## src/rtl/player_shot_move_if.sv

```systemverilog
// Signal bundle between the player shot mover and its neighbours (player mover,
// collision logic, shot drawing).
interface player_shot_move_if;
    // No valid/ready pairs here: startOfFrame is a one-clk strobe, fire and
    // shotHit are levels sampled every clk, and the outputs are registered
    // levels that stay valid until the next update.
    logic        startOfFrame;
    logic        fire;
    logic        shotHit;
    logic [10:0] playerX;
    logic [10:0] playerY;
    logic        shotActive;
    logic [10:0] topLeftX;
    logic [10:0] topLeftY;
    logic [1:0]  shot_state;

    modport slave (
        input  startOfFrame, fire, shotHit, playerX, playerY,
        output shotActive, topLeftX, topLeftY, shot_state
    );

    modport master (
        output startOfFrame, fire, shotHit, playerX, playerY,
        input  shotActive, topLeftX, topLeftY, shot_state
    );
endinterface

```

## src/rtl/player_shot_move.sv

```systemverilog
// Player missile: launches one shot from the muzzle and moves it up once per frame.
// Optional macro PLAYER_SHOT_AUTOFIRE_EN: fire level auto-repeats instead of edge-triggering.
module player_shot_move #(
    parameter int Y_SPEED         = 256,
    parameter int SHOT_OFFSET_X   = 16,
    parameter int SHOT_HEIGHT     = 16,
    parameter int TOP_LIMIT       = 0,
    parameter int COOLDOWN_FRAMES = 8
) (
    input  logic              clk,
    input  logic              resetN,
    player_shot_move_if.slave bus
);
    localparam int MULTIPLIER = 64;

    typedef enum logic [1:0] {
        IDLE     = 2'd0,
        FLYING   = 2'd1,
        COOLDOWN = 2'd2
    } state_t;

    state_t state, state_nxt;
    int     x_fx, x_nxt;
    int     y_fx, y_nxt;
    int     cnt, cnt_nxt;
    logic   active, active_nxt;
    logic   fire_req, req_nxt;
    logic   fire_d;
    int     px_int, py_int;

    assign px_int = int'({21'd0, bus.playerX});
    assign py_int = int'({21'd0, bus.playerY});

    always_ff @(posedge clk or negedge resetN) begin
        if (!resetN) begin
            state    <= IDLE;
            x_fx     <= 0;
            y_fx     <= 0;
            cnt      <= 0;
            active   <= 1'b0;
            fire_req <= 1'b0;
            fire_d   <= 1'b0;
        end else begin
            state    <= state_nxt;
            x_fx     <= x_nxt;
            y_fx     <= y_nxt;
            cnt      <= cnt_nxt;
            active   <= active_nxt;
            fire_req <= req_nxt;
            fire_d   <= bus.fire;
        end
    end

    always_comb begin
        state_nxt  = state;
        x_nxt      = x_fx;
        y_nxt      = y_fx;
        cnt_nxt    = cnt;
        active_nxt = active;
        req_nxt    = fire_req;
        case (state)
            IDLE: begin
`ifdef PLAYER_SHOT_AUTOFIRE_EN
                req_nxt = bus.fire;
`else
                if (bus.fire && !fire_d) req_nxt = 1'b1;
`endif
                if (bus.startOfFrame && fire_req) begin
                    state_nxt  = FLYING;
                    active_nxt = 1'b1;
                    req_nxt    = 1'b0;
                    x_nxt      = (px_int + SHOT_OFFSET_X) * MULTIPLIER;
                    y_nxt      = (py_int < SHOT_HEIGHT) ? 0 : (py_int - SHOT_HEIGHT) * MULTIPLIER;
                end
            end
            FLYING: begin
                // A hit retires the shot even if a frame move lands on the same clk.
                if (bus.shotHit) begin
                    state_nxt  = COOLDOWN;
                    active_nxt = 1'b0;
                    cnt_nxt    = COOLDOWN_FRAMES;
                end else if (bus.startOfFrame) begin
                    if (y_fx < Y_SPEED + TOP_LIMIT * MULTIPLIER) begin
                        state_nxt  = COOLDOWN;
                        active_nxt = 1'b0;
                        cnt_nxt    = COOLDOWN_FRAMES;
                    end else begin
                        y_nxt = y_fx - Y_SPEED;
                    end
                end
            end
            COOLDOWN: begin
                if (cnt == 0) begin
                    state_nxt = IDLE;
                end else if (bus.startOfFrame) begin
                    cnt_nxt = cnt - 1;
                    if (cnt == 1) state_nxt = IDLE;
                end
            end
            default: begin
                state_nxt  = IDLE;
                active_nxt = 1'b0;
            end
        endcase
    end

    assign bus.shotActive = active;
    assign bus.topLeftX   = 11'(x_fx >>> 6);
    assign bus.topLeftY   = 11'(y_fx >>> 6);
    assign bus.shot_state = state;
endmodule

```

## src/flat_wrapper.sv

```systemverilog
// flat-port wrapper written by rule: the top's interface ports become plain ports
module player_shot_move_flat 
#(
    parameter int Y_SPEED         = 256,
    parameter int SHOT_OFFSET_X   = 16,
    parameter int SHOT_HEIGHT     = 16,
    parameter int TOP_LIMIT       = 0,
    parameter int COOLDOWN_FRAMES = 8
)
  (clk, resetN, bus_startOfFrame, bus_fire, bus_shotHit, bus_playerX, bus_playerY, bus_shotActive, bus_topLeftX, bus_topLeftY, bus_shot_state);
  player_shot_move_if bus_i ();
  input  logic clk;
  input  logic resetN;
  input wire logic [$bits(bus_i.startOfFrame)-1:0] bus_startOfFrame;
  input wire logic [$bits(bus_i.fire)-1:0] bus_fire;
  input wire logic [$bits(bus_i.shotHit)-1:0] bus_shotHit;
  input wire logic [$bits(bus_i.playerX)-1:0] bus_playerX;
  input wire logic [$bits(bus_i.playerY)-1:0] bus_playerY;
  output wire logic [$bits(bus_i.shotActive)-1:0] bus_shotActive;
  output wire logic [$bits(bus_i.topLeftX)-1:0] bus_topLeftX;
  output wire logic [$bits(bus_i.topLeftY)-1:0] bus_topLeftY;
  output wire logic [$bits(bus_i.shot_state)-1:0] bus_shot_state;
  assign bus_i.startOfFrame = bus_startOfFrame;
  assign bus_i.fire = bus_fire;
  assign bus_i.shotHit = bus_shotHit;
  assign bus_i.playerX = bus_playerX;
  assign bus_i.playerY = bus_playerY;
  assign bus_shotActive = bus_i.shotActive;
  assign bus_topLeftX = bus_i.topLeftX;
  assign bus_topLeftY = bus_i.topLeftY;
  assign bus_shot_state = bus_i.shot_state;
  player_shot_move #(.Y_SPEED(Y_SPEED), .SHOT_OFFSET_X(SHOT_OFFSET_X), .SHOT_HEIGHT(SHOT_HEIGHT), .TOP_LIMIT(TOP_LIMIT), .COOLDOWN_FRAMES(COOLDOWN_FRAMES)) u_core (.clk(clk), .resetN(resetN), .bus(bus_i));
endmodule
```

## config.mk

```make
export PLATFORM = sky130hd
export DESIGN_NAME = player_shot_move_flat
export DESIGN_NICKNAME = d
export VERILOG_FILES = /design/src/rtl/player_shot_move_if.sv /design/src/rtl/player_shot_move.sv /design/src/flat_wrapper.sv
export SDC_FILE = /design/constraint.sdc
export NUM_CORES = 1
export LEC_CHECK = 0
export CAP_MARGIN = 20
export CORE_UTILIZATION = 45
export CTS_CLUSTER_SIZE = 12
export DETAILED_ROUTE_END_ITERATION = 10
export PLACE_DENSITY = 0.77
export SLEW_MARGIN = 30
export SYNTH_ARGS = -nofsm -noshare
export SYNTH_HDL_FRONTEND = slang
export SYNTH_SLANG_ARGS = --single-unit
```

## constraint.sdc

```tcl
create_clock -name clk -period 4.33 [get_ports clk]
set_input_delay 0.866 -clock clk [delete_from_list [all_inputs] [get_ports clk]]
set_output_delay 0.866 -clock clk [all_outputs]
set_load 0.1 [all_outputs]
```

==> results of run 1 <==
[per-stage QoR]
step | setup WS, ns | power (mW) | hold slack (ns) | instances
after floorplan | 1.54 | 3.12 | 0.440 | 510
after global placement | 1.23 | 3.65 | 0.453 | 667
after detailed placement | 1.16 | 3.72 | 0.466 | 667
after CTS | 1.12 | 4.24 | 0.481 | 683
after global routing | 0.966 | 4.53 | 0.496 | 683
final | 1.09 | 4.25 | 0.479 | 683
[power by group through the flow]
stage / registers, mW / clock network, mW / logic [mW]
floorplan: 1.55 / 0 / 1.57
global placement: 1.15 / 0 / 2.50
detailed placement: 1.16 / 0 / 2.56
CTS: 1.15 / 0.522 / 2.57
global route: 1.20 / 0.548 / 2.78
finish: 1.16 / 0.518 / 2.57
[metal layers]
| metal | global-route usage [%] | vias to the layer above | share of wire, % |
|---|---|---|---|
| li1 | - | 2035 | - |
| met1 | 31.6 | 2102 | 42 |
| met2 | 40.0 | 227 | 47 |
| met3 | 4.65 | 30 | 9.1 |
| met4 | 11.0 | 0 | 1.9 |
| met5 | 0 | - | 0 |
[synth_stat cells (all sizes together) (4+ instances only)]
| library cell | count |
|---|---|
| a22o | 10 |
| o2bb2ai | 6 |
| or4 | 25 |
| nand2 | 40 |
| nor3 | 23 |
| o22a | 4 |
| a21oi | 34 |
| o41ai | 8 |
| ha | 6 |
| nand3 | 10 |
| inv | 11 |
| or3 | 22 |
| a21o | 13 |
| mux2i | 12 |
| nor4 | 19 |
| nand4 | 6 |
| nor2 | 24 |
| buf | 18 |
| o22ai | 11 |
| xnor2 | 5 |
| o21ai | 38 |
| clkbuf | 26 |
| o31ai | 21 |
| dfrtp | 74 |
| o31a | 7 |
[final cells by class]
cell class	count	area share (%)
timing repair buffer	68	11.9
clock buffer	13	2.61
sequential	74	34.8
tap	133	3.13
clock inverter	3	0.752
multi-input combinational	380	46.0
inverter	12	0.846
[worst max-delay path, delay by kind of cell (launching register included)]
family                 cells  cell delay (ns)
AND/OR/NAND/NOR            3             1.75
flip-flops                 1             0.41
multiplexers               1             0.25
buffers and inverters      1             0.27
AO/OA/AOI/OAI              1             0.46
[logic make-up after synthesis]
| family | Yosys count | share of synthesized area (%) |
|---|---|---|
| flops | 74 | 40.8 |
| buf+inv | 56 | 5.67 |
| mux | 13 | 2.89 |
| fa+ha+maj | 6 | 1.65 |
| compound gates | 168 | 25.1 |
| xor+xnor | 7 | 1.35 |
| simple gates | 186 | 22.6 |
[worst max path at each step]
| stage | start | endpoint | cells past startpoint |
|---|---|---|---|
| after floorplan | u_core.y_fx[27] | u_core.cnt[18] | 7 |
| after global placement | bus_startOfFrame | u_core.cnt[16] | 7 |
| after detailed placement | u_core.y_fx[27] | u_core.cnt[16] | 6 |
| after CTS | u_core.y_fx[27] | u_core.cnt[16] | 6 |
| after global routing | u_core.y_fx[27] | u_core.cnt[16] | 6 |
| final | u_core.y_fx[27] | u_core.cnt[16] | 6 |
[registers in the layout (all words and copies together) (netlist names)]
register / cells
u_core.y_fx: 26
u_core.fire_req: 1
u_core.bus.shotActive: 1
u_core.fire_d: 1
u_core.bus.shot_state: 2
u_core.cnt: 32
u_core.x_fx: 11
==> flow_metrics.py, run 1 <==
metrics = {
    "setup_path": {
        "cp_cell_sequence": "or4_4 -> or4_1 -> o41a_1 -> buf_4 -> nor4_1 -> mux2i_1",
        "cpPeakStageDelay_ns": 0.59,
        "critPathMaxFanout": 50,
        "reg2reg_from": "u_core.y_fx[27]",
        "cp_data_required_time_ns": 4.60,
        "slowest_stage": "or4_4",
        "cp-end-kind": "flop",
        "reg2reg_slack_ns": 1.09,
        "r2r-end": "u_core.cnt[16]",
        "reg2reg_depth": 6,
        "crit_type": "flop to flop",
        "critPathLaunchType": "flop",
        "arrival_ns": 3.51,
    },
    "timing": {
        "finalSetupTns_ns": 0,
        "fmax_mhz": 308,
        "worstMarginPinSlew_ns": 0.986,
        "timing.final.crit_period_ns": 3.24,
        "fin_worst_skew_ns": 0.0131,
        "maxSlewHeadroom_pct": 34.1,
        "slew_violations": 0,
        "period_share_pct": 74.9,
        "rsz0062_at_grt": "false",
        "hold_viol": 0,
        "setup_violations": 0,
    },
    "global_route": {
        "grt_pass1_wl_mm": 20.0,
        "grt_overflow": 0,
        "track_usage_pct": 24.5,
        "grt_pass1_vias": 4221,
        "grt_max_degree": 51,
        "antenna_found_initial": 0,
    },
    "synth": {
        "async_flop_share_pct": 100,
        "synthTopCellsByArea": "dfrtp_1 41%, o21ai_0 4.2%, or4_1 4.0%",
        "synth_cell_types": 54,
        "synth-main-ff-cell": "dfrtp_1",
        "synth_top_area_cell": "dfrtp_1",
        "synth_fp_nets": 543,
        "ys_seq_elements": 74,
        "yosys_warnings": 0,
        "syn_avg_cell_area_sq_um": 8.91,
        "synth_sequential_area_ratio_pct": 40.8,
        "synthCells": 510,
        "yosysTopAreaCellShare_pct": 40.8,
        "synth_edf_count": 0,
        "syn-cell-area_sq_mm": 0.00454,
    },
    "route": {
        "drc": 0,
        "drt-total-wl_mm": 12.0,
        "dr.pass1.iters": 5,
        "ant_nets": 0,
        "routedWlPerCell_um": 17.6,
        "vias": 4394,
        "vias_per_cell": 6.43,
        "first_iter_violations": 417,
    },
    "pwr": {
        "ir_drop_mv": 0.577,
        "p_leak_nw": 2.21,
        "clkPwrFrac_pct": 12.2,
        "p_int_mw": 1.93,
        "power.combinational.fraction_pct": 60.6,
        "p_sw_share_pct": 54.6,
        "power.density_mw_per_mm2": 798,
        "share_seq_of_total_power_pct": 27.2,
        "p_sw_mw": 2.32,
    },
    "clock_network": {
        "root_buffer": "clkbuf_8",
        "hold_buffers": 0,
        "post_cts_resized": 0,
        "cts_made_buffers": 9,
        "htree_levels": 3,
        "clkTransAtPathRegs_ns": 0.08,
        "cts.sinks": 74,
        "tritoncts": "built",
        "cts_setup_buffers": 0,
        "clk_latency_ns": 0.35,
        "clock_path_buffers": 2,
    },
    "outcome": {
        "outcome": "complete, no violations",
    },
    "floorplanning": {
        "core_sq_mm": 0.00977,
        "die_w_um": 102,
        "start_util_pct": 46.5,
        "pin_count": 52,
        "dieArea_sq_mm": 0.0105,
        "rows": 36,
        "die_h_um": 102,
    },
    "cells_and_area": {
        "mostFrequentLayoutCell": "dfrtp_1",
        "fin_area_sq_mm": 0.00533,
        "final_cell_mix": "74 x dfrtp_1, 50 x clkdlybuf4s50_1, 40 x nand2_1, 38 x o21ai_0, 34 x a21oi_1",
        "regArea_sq_mm": 0.00185,
        "drive_above_1_share_pct": 6.91,
        "fill_cells": 888,
        "areaGrowthSynthToFinish_pct": 17.2,
        "nets": 578,
        "antenna_cells": 0,
        "post-route-util_pct": 54.5,
        "multiInputGateArea_sq_mm": 0.00245,
    },
    "worst_hold_path": {
        "min_from": "u_core.bus.shotActive",
        "hp-class": "flop to flop",
        "hold_depth": 1,
        "worstHoldEndpoint": "u_core.bus.shotActive",
    },
    "flow_run": {
        "max_cap_violations": 0,
    },
    "placed_design": {
        "port_buffers": 51,
        "dp_hpwl_mm": 8.28,
        "place_congestion": 0.811,
        "dpl_cell_area_sq_mm": 0.00515,
    },
}
Note: power is estimated with default switching activity, not from simulation.
==> run 2, diff against run 1 <==
==> constraint.sdc (replaced) <==
create_clock -name clk -period 3.23 [get_ports clk]
set_input_delay 0.646 -clock clk [delete_from_list [all_inputs] [get_ports clk]]
set_output_delay 0.646 -clock clk [all_outputs]
set_load 0.1 [all_outputs]
==> flow_metrics.py, run 2 (synthesis gave the netlist of run 1 again) <==
metrics = {
    "timing": {
        "timing.final.crit_period_ns": 3.08,
        "period_share_pct": 95.3,
        "hold_viol": 0,
        "fin_worst_skew_ns": 0.0110,
        "fmax_mhz": 325,
        "setup_violations": 0,
        "worstMarginPinSlew_ns": 0.658,
        "finalSetupTns_ns": 0,
        "maxSlewHeadroom_pct": 56.1,
        "slew_violations": 0,
        "setup_slack_ns": 0.151,
        "rsz0062_at_grt": "false",
    },
    "setup_path": {
        "cpPeakStageDelay_ns": 0.58,
        "crit_type": "flop to flop",
        "cp-end-kind": "flop",
        "reg2reg_depth": 6,
        "cp_common_cell": "or4_1",
        "r2r-end": "u_core.cnt[22]",
        "slowest_stage": "or4_1",
        "path_buf_inv": 1,
        "cp_data_required_time_ns": 3.51,
        "path_delay_family": "simple AND/OR/NAND/NOR gates",
        "cp_cell_sequence": "or4_4 -> or4_1 -> o41a_1 -> buf_4 -> or4_1 -> a21oi_1",
        "critPathLaunchType": "flop",
        "reg2reg_slack_ns": 0.15,
        "critPathMaxFanout": 50,
        "arrival_ns": 3.36,
        "reg2reg_from": "u_core.y_fx[25]",
    },
    "route": {
        "ant_nets": 0,
        "dr.pass1.iters": 5,
        "vias": 4367,
        "first_iter_violations": 337,
        "drt-total-wl_mm": 11.8,
        "routedWlPerCell_um": 17.1,
        "drc": 0,
        "vias_per_cell": 6.34,
    },
    "floorplanning": {
        "core_sq_mm": 0.00977,
        "dieArea_sq_mm": 0.0105,
        "rows": 36,
        "pin_count": 52,
        "die_h_um": 102,
        "die_w_um": 102,
        "start_util_pct": 46.5,
    },
    "clock_network": {
        "cts_made_buffers": 9,
        "cts_setup_buffers": 0,
        "root_buffer": "clkbuf_8",
        "htree_levels": 3,
        "post_cts_resized": 0,
        "hold_buffers": 0,
        "cts.sinks": 74,
        "tritoncts": "built",
        "clkTransAtPathRegs_ns": 0.08,
        "clock_path_buffers": 2,
        "clk_latency_ns": 0.35,
    },
    "pwr": {
        "p_sw_mw": 3.13,
        "clkPwrFrac_pct": 12.9,
        "power.total_mw": 5.72,
        "ir_drop_mv": 0.824,
        "power.combinational.fraction_pct": 59.2,
        "p_leak_nw": 2.29,
        "share_seq_of_total_power_pct": 27.8,
        "p_int_mw": 2.60,
        "p_sw_share_pct": 54.6,
        "power.density_mw_per_mm2": 1070,
    },
    "cells_and_area": {
        "drive_above_1_share_pct": 13.1,
        "areaGrowthSynthToFinish_pct": 17.6,
        "antenna_cells": 0,
        "fin_area_sq_mm": 0.00534,
        "final_cell_mix": "74 x dfrtp_1, 47 x buf_4, 40 x nand2_1, 38 x o21ai_0, 34 x a21oi_1",
        "largest_reg_flops": 32,
        "fill_cells": 844,
        "mostFrequentLayoutCell": "dfrtp_1",
        "top_register": "u_core.cnt",
        "regArea_sq_mm": 0.00185,
        "reg_top3": "u_core.cnt x32, u_core.y_fx x26, u_core.x_fx x11",
        "nets": 584,
        "multiInputGateArea_sq_mm": 0.00245,
    },
    "global_route": {
        "grt_pass1_wl_mm": 19.0,
        "antenna_found_initial": 0,
        "grt_pass1_vias": 4029,
        "grt_overflow": 0,
        "grt_max_degree": 75,
        "track_usage_pct": 23.1,
    },
    "outcome": {
        "outcome": "complete, no violations",
    },
    "placed_design": {
        "dpl_cell_area_sq_mm": 0.00514,
        "place_congestion": 0.856,
        "pre_cts_ws_ns": 0.157,
        "port_buffers": 51,
        "dp_hpwl_mm": 7.97,
    },
    "worst_hold_path": {
        "hp-class": "input port to async pin",
    },
    "flow_run": {
        "max_cap_violations": 0,
    },
}
-- run 2: cell type report --
class | count | area share, %
Clock inverter | 6 | 1.24
Tap cell | 133 | 3.11
Clock buffer | 10 | 2.58
Sequential cell | 74 | 34.7
Inverter | 12 | 0.843
Timing Repair Buffer | 74 | 11.8
Multi-Input combinational cell | 380 | 45.8
-- run 2: metrics by stage --
step	hold WS, ns	instances	utilization [%]
5_1_grt	0.362	689	54.7
4_1_cts	0.341	689	54.7
3_3_place_gp	0.456	673	52.6
6_report	0.314	689	54.7
3_5_place_dp	0.465	673	52.6
2_1_floorplan	0.350	510	-
-- run 2: how the worst max path moves through the flow --
stage | startpoint | to | slack [ns] | depth (start not counted)
2_1_floorplan | u_core.y_fx[27] | u_core.cnt[18] | 0.44 | 7
3_3_place_gp | u_core.y_fx[27] | u_core.cnt[18] | 0.26 | 6
3_5_place_dp | u_core.y_fx[27] | u_core.cnt[11] | 0.16 | 6
4_1_cts | u_core.y_fx[27] | u_core.cnt[11] | 0.18 | 6
5_1_grt | u_core.y_fx[27] | u_core.cnt[20] | 0.04 | 6
6_report | u_core.y_fx[25] | u_core.cnt[22] | 0.15 | 6
-- run 2: layer usage --
metal | track usage [%] | vias up | part of all wire [%]
met5 | 0 | - | 0
met4 | 8.68 | 0 | 1.4
met3 | 2.87 | 20 | 6.0
met2 | 36.3 | 184 | 45
met1 | 32.7 | 2122 | 48
li1 | - | 2041 | -
-- run 2: power groups by stage --
stage | Sequential (mW) | Combinational [mW] | Clock, mW
3_3_place_gp | 1.58 | 3.32 | 0
3_5_place_dp | 1.60 | 3.37 | 0
2_1_floorplan | 2.08 | 2.11 | 0
6_report | 1.59 | 3.39 | 0.741
4_1_cts | 1.58 | 3.37 | 0.747
5_1_grt | 1.64 | 3.64 | 0.794
==> run 3, diff against run 2 <==
--- a/config.mk
+++ b/config.mk
@@ -5,7 +5,8 @@
 export SDC_FILE = /design/constraint.sdc
 export NUM_CORES = 1
 export LEC_CHECK = 0
-export CAP_MARGIN = 20
+export ABC_AREA = 0
+export CORE_MARGIN = 3
 export CORE_UTILIZATION = 45
 export CTS_CLUSTER_SIZE = 12
 export DETAILED_ROUTE_END_ITERATION = 10
==> flow_metrics.py, run 3 (synthesis gave the netlist of run 1 again) <==
metrics = {
    "clock_network": {
        "hold_buffers": 0,
        "cts_setup_buffers": 0,
        "tritoncts": "built",
        "htree_levels": 3,
        "cts.sinks": 74,
        "clk_latency_ns": 0.36,
        "clock_path_buffers": 2,
        "clkTransAtPathRegs_ns": 0.08,
        "root_buffer": "clkbuf_8",
        "post_cts_resized": 0,
        "cts_made_buffers": 9,
    },
    "pwr": {
        "p_sw_mw": 3.14,
        "power.combinational.fraction_pct": 59.5,
        "p_sw_share_pct": 54.9,
        "clkPwrFrac_pct": 12.7,
        "ir_drop_mv": 0.628,
        "power.total_mw": 5.72,
        "power.density_mw_per_mm2": 1070,
        "share_seq_of_total_power_pct": 27.8,
        "p_leak_nw": 2.28,
        "p_int_mw": 2.58,
    },
    "setup_path": {
        "cp-end-kind": "flop",
        "path_buf_inv": 1,
        "critPathMaxFanout": 50,
        "cp_data_required_time_ns": 3.51,
        "slowest_stage": "or4_4",
        "path_delay_family": "simple AND/OR/NAND/NOR gates",
        "cp_common_cell": "or4_1",
        "arrival_ns": 3.25,
        "cp_cell_sequence": "or4_4 -> or4_1 -> o41a_1 -> buf_4 -> or4_1 -> a21oi_1",
        "crit_type": "flop to flop",
        "cpPeakStageDelay_ns": 0.57,
        "critPathLaunchType": "flop",
    },
    "timing": {
        "slew_violations": 0,
        "fmax_mhz": 337,
        "hold_viol": 0,
        "fin_worst_skew_ns": 0.0120,
        "finalSetupTns_ns": 0,
        "maxSlewHeadroom_pct": 56.6,
        "period_share_pct": 92.0,
        "timing.final.crit_period_ns": 2.97,
        "rsz0062_at_grt": "false",
        "setup_violations": 0,
        "worstMarginPinSlew_ns": 0.649,
    },
    "cells_and_area": {
        "reg_top3": "u_core.cnt x32, u_core.y_fx x26, u_core.x_fx x11",
        "multiInputGateArea_sq_mm": 0.00245,
        "final_cell_mix": "74 x dfrtp_1, 46 x buf_4, 40 x nand2_1, 38 x o21ai_0, 34 x a21oi_1",
        "top_register": "u_core.cnt",
        "areaGrowthSynthToFinish_pct": 17.2,
        "fill_cells": 879,
        "largest_reg_flops": 32,
        "drive_above_1_share_pct": 12.8,
        "mostFrequentLayoutCell": "dfrtp_1",
        "antenna_cells": 0,
        "nets": 583,
        "regArea_sq_mm": 0.00185,
    },
    "floorplanning": {
        "rows": 36,
        "die_h_um": 106,
        "core_sq_mm": 0.00977,
        "pin_count": 52,
        "dieArea_sq_mm": 0.0113,
        "die_w_um": 106,
        "start_util_pct": 46.5,
    },
    "route": {
        "vias": 4299,
        "ant_nets": 0,
        "dr.pass1.iters": 5,
        "routedWlPerCell_um": 17.6,
        "drc": 0,
        "vias_per_cell": 6.25,
        "drt-total-wl_mm": 12.1,
        "first_iter_violations": 385,
    },
    "global_route": {
        "grt_overflow": 0,
        "antenna_found_initial": 0,
        "track_usage_pct": 22.1,
        "grt_pass1_vias": 4197,
        "grt_max_degree": 51,
        "grt_pass1_wl_mm": 20.4,
    },
    "placed_design": {
        "port_buffers": 51,
        "place_congestion": 0.874,
        "dp_hpwl_mm": 8.15,
    },
    "worst_hold_path": {
        "hp-class": "input port to async pin",
    },
    "flow_run": {
        "max_cap_violations": 0,
    },
    "outcome": {
        "outcome": "complete, no violations",
    },
}
run 3: final cells by class:
type / count / area share [%]
inverters: 12 / 0.846
clock inverters: 5 / 1.01
well taps: 133 / 3.12
flip-flops and latches: 74 / 34.8
repair buffers: 73 / 11.7
multi-input cells: 380 / 45.9
clock buffers: 11 / 2.65
run 3: path summary, 6_finish.rpt:
kind                                 start         endpoint  slack, ns  cells after the start
min in group clk            u_core.x_fx[7]   u_core.x_fx[7]       0.48                      2
max in group asynchronous           resetN  u_core.y_fx[11]       2.24                      2
setup / recovery           u_core.y_fx[27]    u_core.cnt[7]       0.26                      6
setup reg to reg           u_core.y_fx[27]    u_core.cnt[7]       0.26                      6
hold reg to reg             u_core.x_fx[7]   u_core.x_fx[7]       0.48                      2
hold / removal                      resetN  u_core.y_fx[29]       0.30                      1
run 3: through the flow:
stage / util [%] / setup WS, ns / hold WS (ns) / instances / area [sq um]
after floorplan: - / 0.444 / 0.350 / 510 / 4540
after global placement: 52.5 / 0.382 / 0.456 / 672 / 5130
after detailed placement: 52.5 / 0.290 / 0.464 / 672 / 5130
after CTS: 54.5 / 0.267 / 0.316 / 688 / 5330
after global routing: 54.5 / 0.156 / 0.334 / 688 / 5330
final: 54.5 / 0.259 / 0.299 / 688 / 5330
run 3: routing by layer:
| metal | wire, um | vias up | track usage (%) |
|---|---|---|---|
| met1 | 5450 | 2071 | 30.9 |
| met5 | 0 | - | 0 |
| met3 | 813 | 18 | 4.25 |
| met2 | 5650 | 171 | 34.4 |
| li1 | - | 2039 | - |
| met4 | 182 | 0 | 7.67 |
run 3: power groups by stage:
stage | Sequential (mW) | Combinational [mW] | Clock [mW]
after floorplan | 2.08 | 2.11 | 0
after global placement | 1.57 | 3.30 | 0
after CTS | 1.58 | 3.40 | 0.735
after global routing | 1.64 | 3.66 | 0.785
final | 1.59 | 3.40 | 0.728
after detailed placement | 1.60 | 3.38 | 0
